--- config.mk ---
export PLATFORM = sky130hd
export DESIGN_NAME = control_fetch
export DESIGN_NICKNAME = d
export VERILOG_FILES = /design/src/rtl/control_fetch.sv
export SDC_FILE = /design/constraint.sdc
export NUM_CORES = 1
export LEC_CHECK = 0
export CORE_UTILIZATION = 39
export DETAILED_ROUTE_END_ITERATION = 7
export PLACE_DENSITY = 0.79
export SETUP_SLACK_MARGIN = 0.2
export SYNTH_ARGS = -nofsm -noshare
export SYNTH_HDL_FRONTEND = slang
export SYNTH_SLANG_ARGS = --single-unit
export TNS_END_PERCENT = 100
--- constraint.sdc ---
create_clock -name clk -period 2.3 [get_ports clk]
set_input_delay 0.23 -clock clk [delete_from_list [all_inputs] [get_ports clk]]
set_output_delay 0.23 -clock clk [all_outputs]
set_load 0.01 [all_outputs]
--- src/rtl/control_fetch.sv ---
// Control/fetch sequencer: IDLE -> LOAD -> FILL -> RUN, forwards ROM words.
// Ports: clk, rst, start, alg_sel, instruccion in; sel_dir, sel_pc, instr_out,
// instr_valid, busy, done, instr_count, wd_error out.
// Optional watchdog enabled by defining CTRL_WATCHDOG_EN.
module control_fetch #(
  parameter logic [3:0] END_OPCODE = 4'hF,
  parameter logic [9:0] WD_LIMIT   = 10'd1023
) (
  input  logic        clk,
  input  logic        rst,
  input  logic        start,
  input  logic [2:0]  alg_sel,
  input  logic [13:0] instruccion,
  output logic [2:0]  sel_dir,
  output logic        sel_pc,
  output logic [13:0] instr_out,
  output logic        instr_valid,
  output logic        busy,
  output logic        done,
  output logic [9:0]  instr_count,
  output logic        wd_error
);

  typedef enum logic [1:0] {
    IDLE,
    LOAD,
    FILL,
    RUN
  } state_t;

  state_t      state, state_nxt;
  logic [2:0]  dir_q, dir_nxt;
  logic [9:0]  cnt_q, cnt_nxt;
  logic        wd_q, wd_nxt;
  logic        is_end;
  logic        wd_trip;

  assign is_end = (instruccion[13:10] == END_OPCODE);

`ifdef CTRL_WATCHDOG_EN
  assign wd_trip = (cnt_q == WD_LIMIT) && !is_end;
`else
  logic unused_wd;
  assign unused_wd = ^WD_LIMIT;
  assign wd_trip   = 1'b0;
`endif

  always_ff @(posedge clk) begin
    if (rst) begin
      state <= IDLE;
      dir_q <= 3'd0;
      cnt_q <= 10'd0;
      wd_q  <= 1'b0;
    end else begin
      state <= state_nxt;
      dir_q <= dir_nxt;
      cnt_q <= cnt_nxt;
      wd_q  <= wd_nxt;
    end
  end

  always_comb begin
    state_nxt   = state;
    dir_nxt     = dir_q;
    cnt_nxt     = cnt_q;
    wd_nxt      = wd_q;
    sel_pc      = 1'b0;
    instr_valid = 1'b0;
    done        = 1'b0;
    unique case (state)
      IDLE: begin
        if (start) begin
          dir_nxt   = alg_sel;
          cnt_nxt   = 10'd0;
          wd_nxt    = 1'b0;
          state_nxt = LOAD;
        end
      end
      LOAD: begin
        sel_pc    = 1'b1;
        state_nxt = FILL;
      end
      FILL: begin
        state_nxt = RUN;
      end
      RUN: begin
        if (is_end) begin
          done      = 1'b1;
          state_nxt = IDLE;
        end else if (wd_trip) begin
          wd_nxt    = 1'b1;
          state_nxt = IDLE;
        end else begin
          instr_valid = 1'b1;
          if (cnt_q != 10'h3FF) begin
            cnt_nxt = cnt_q + 10'd1;
          end
        end
      end
      default: state_nxt = IDLE;
    endcase
  end

  assign sel_dir     = dir_q;
  assign instr_out   = instruccion;
  assign busy        = (state != IDLE);
  assign instr_count = cnt_q;
  assign wd_error    = wd_q;

endmodule
==> flow_metrics.env <==
export IMPL_port_buffers=30
export IMPL_timing_final_setup_violations=0
export IMPL_gpl_final_weighted_congestion=0.804
export IMPL_layout_core_utilization_pct=53.8
export IMPL_most_frequent_cells_in_the_layout="sky130_fd_sc_hd__clkdlybuf4s50_1 (30), sky130_fd_sc_hd__dfxtp_1 (15), sky130_fd_sc_hd__nand3_1 (11)"
export IMPL_vias=933
export IMPL_io_pins=52
export IMPL_mapped_cell_area_um2=995
export IMPL_synth_seq_cells=15
export IMPL_final_period_utilization_pct=84.7
export IMPL_drcViolationCount=0
export IMPL_post_route_min_period_ns=1.95
export IMPL_placementRows=17
export IMPL_synth_cell_type_count=33
export IMPL_dieArea_um2=2760
export IMPL_power_net_switching_mw=0.278
export IMPL_hold_buffers=0
export IMPL_crit_arrival_ns=1.72
export IMPL_track_usage_pct=17.4
export IMPL_drt_iter0_markers=42
export IMPL_drt_wirelength_per_cell_um=13.8
export IMPL_initial_antenna_violation_count=0
export IMPL_htree_levels=1
export IMPL_fin_skew_ns=0.00543
export IMPL_insertedDiodeCount=0
export IMPL_number_of_global_route_vias_before_repair=877
export IMPL_cts_sinks=15
export IMPL_syn_num_nets=149
export IMPL_cts_max_path_buffers=2
export IMPL_final_cell_count_no_fill=168
export IMPL_drt_vias_per_instance=5.55
export IMPL_max_freq_mhz=514
export IMPL_switching_share_pct=35.3
export IMPL_cell_count_after_synthesis=123
export IMPL_status="finished, final reports clean"
export IMPL_final_hold_violation_count=0
export IMPL_seq_power_share_pct=39.1
export IMPL_postCtsResizedCells=0
export IMPL_first_pass_iters=4
export IMPL_relative_contribution_of_combinational_cells_to_total_power_pct=41.1
export IMPL_power_per_cell_area_nw_per_um2=637
export IMPL_hpwl_mm=1.74
export IMPL_timing_setup_tns_ns=0
export IMPL_global_route_overflow_total=0
export IMPL_ratio_of_cells_with_drive_above_1_in_the_final_layout_pct=7.14
export IMPL_global_route_wire_length_before_repair_mm=3.66
export IMPL_setup_worst_path_start_class="flop"
export IMPL_layout_nets=167
export IMPL_root_buffer="sky130_fd_sc_hd__clkbuf_4"
export IMPL_fin_area_um2=1240
export IMPL_irDropWorstVdd_uv=413
export IMPL_clkSlewWorstSetupHoldPaths_ns=0.09
export IMPL_grt_start_max_net_pins=12
export IMPL_yosysWarningCount=0
export IMPL_clock_insertion_delay_worst_skew_ns=0.29
export IMPL_initial_utilization_pct=43.3
export IMPL_synth_avg_cell_area_um2=8.09
export IMPL_required_time_of_the_critical_path_ns=2.07
export IMPL_layout_cells_most_common="sky130_fd_sc_hd__clkdlybuf4s50_1"
export IMPL_core_area_um2=2300
export IMPL_n_fill_cell=234
export IMPL_power_report_internal_total_mw=0.509
export IMPL_p_leak_nw=0.455
export IMPL_critPathCaptureType="output port"
export IMPL_dieWidth_um=52.5
export IMPL_holdWs_ns=0.460
export IMPL_finalWirelength_mm=2.31
export IMPL_final_max_slew_violation_count=0
export IMPL_crit_fanout=7
export IMPL_relative_area_change_from_synthesis_to_final_layout_pct=24.3
export IMPL_post_cts_repair_setup_buffers=0
export IMPL_min_delay_path_class="primary input to output port"
export IMPL_cap_violations=0
export IMPL_grt_setup_unrepaired="no"
export IMPL_timing_worst_setup_path_type="flop to output port"
export IMPL_die_height_um=52.5
export IMPL_cts_buffers=3
export IMPL_synth_sequential_area_ratio_pct=30.2
export IMPL_cts_tree="built"
export IMPL_share_clk_of_total_power_pct=19.8
export IMPL_placed_cells_incl_taps=164
export IMPL_placed_cell_area_um2=1210
export IMPL_antenna_left=0
## path summary, 6_finish.rpt
| kind | end | slack (ns) | from | cells after the start |
|---|---|---|---|---|
| min | instr_out[9] | 0.46 | instruccion[9] | 0 |
| max | done | 0.35 | state[0]$_SDFFE_PP0P_ | 4 |
| max reg2reg | instr_count[6]$_SDFFE_PP0P_ | 0.37 | instr_count[0]$_SDFFE_PP0P_ | 5 |
| min reg2reg | sel_dir[2]$_SDFFE_PP0P_ | 0.47 | sel_dir[2]$_SDFFE_PP0P_ | 2 |
## metal layers
| metal | global-route usage (%) | up-vias | routed length (um) |
|---|---|---|---|
| met3 | 3.19 | 8 | 162 |
| met2 | 32.1 | 40 | 1170 |
| met5 | 0 | - | 0 |
| met4 | 5.70 | 0 | 25 |
| li1 | - | 465 | - |
| met1 | 19.8 | 420 | 957 |
## area by class of cell
cell class	instances	area [um2]	area share (%)
multi-input combinational	81	524	42.4
inverter	7	26.3	2.13
clock inverter	1	5.00	0.405
sequential	15	300	24.3
clock buffer	3	22.5	1.82
timing repair buffer	33	323	26.1
tap	28	35.0	2.83
## power by group through the flow
stage	Sequential (mW)	Combinational [mW]	Clock, mW
after floorplan	0.313	0.211	0
after global placement	0.310	0.311	0
after detailed placement	0.313	0.324	0
after CTS	0.307	0.326	0.159
after global routing	0.312	0.360	0.167
final	0.308	0.324	0.156
## through the flow
step / total power, mW / setup WS, ns
final: 0.787 / 0.353
after global placement: 0.621 / 0.461
after detailed placement: 0.637 / 0.416
after floorplan: 0.524 / 0.474
after CTS: 0.793 / 0.306
after global routing: 0.839 / 0.266
## state kept, by name, indices dropped and copies added (netlist names)
name / count
instr_count: 10
state: 2
sel_dir: 3
## kinds of logic after synthesis
group | after synthesis | share of synthesized area (%)
buffers and inverters | 27 | 17.4
flip-flops | 15 | 30.2
multiplexers | 1 | 1.01
adder cells (fa/ha/maj) | 6 | 7.55
AND/OR/NAND/NOR | 44 | 22.8
other | 1 | 0.377
AO/OA/AOI/OAI | 29 | 20.8
## Yosys cell counts (all sizes together)
| master | n | share of area (%) |
|---|---|---|
| ha | 6 | 7.5 |
| o2bb2ai | 1 | 0.88 |
| a2bb2oi | 1 | 0.88 |
| and2 | 2 | 1.5 |
| o31ai | 1 | 0.75 |
| clkbuf | 3 | 1.1 |
| nand4 | 3 | 2.5 |
| and3 | 1 | 0.63 |
| nor4 | 2 | 1.3 |
| nand2 | 9 | 3.4 |
| o21ai | 6 | 3.0 |
| nor2 | 7 | 2.6 |
| a31oi | 2 | 1.3 |
| mux2i | 1 | 1.0 |
| a311oi | 4 | 3.5 |
| a32o | 3 | 3.0 |
| dfxtp | 15 | 30 |
| nand3b | 1 | 0.75 |
| a21boi | 1 | 0.75 |
| nand2b | 3 | 1.9 |
| inv | 7 | 2.6 |
| a41o | 2 | 2.0 |
| a211oi | 1 | 0.75 |
| buf | 17 | 14 |
| nand3 | 11 | 5.5 |
| a21oi | 6 | 3.0 |
| or3 | 1 | 0.63 |
| nor3 | 4 | 2.0 |
| conb | 1 | 0.38 |
| a22o | 1 | 0.88 |
## worst max-delay path, stage by stage (launching register included)
cell                              delay, ns
sky130_fd_sc_hd__dfxtp_1               0.42
sky130_fd_sc_hd__ha_2                  0.26
sky130_fd_sc_hd__inv_1                 0.08
sky130_fd_sc_hd__nor2_1                0.11
sky130_fd_sc_hd__clkdlybuf4s50_1       0.56
(Power assumes the default switching activity.)
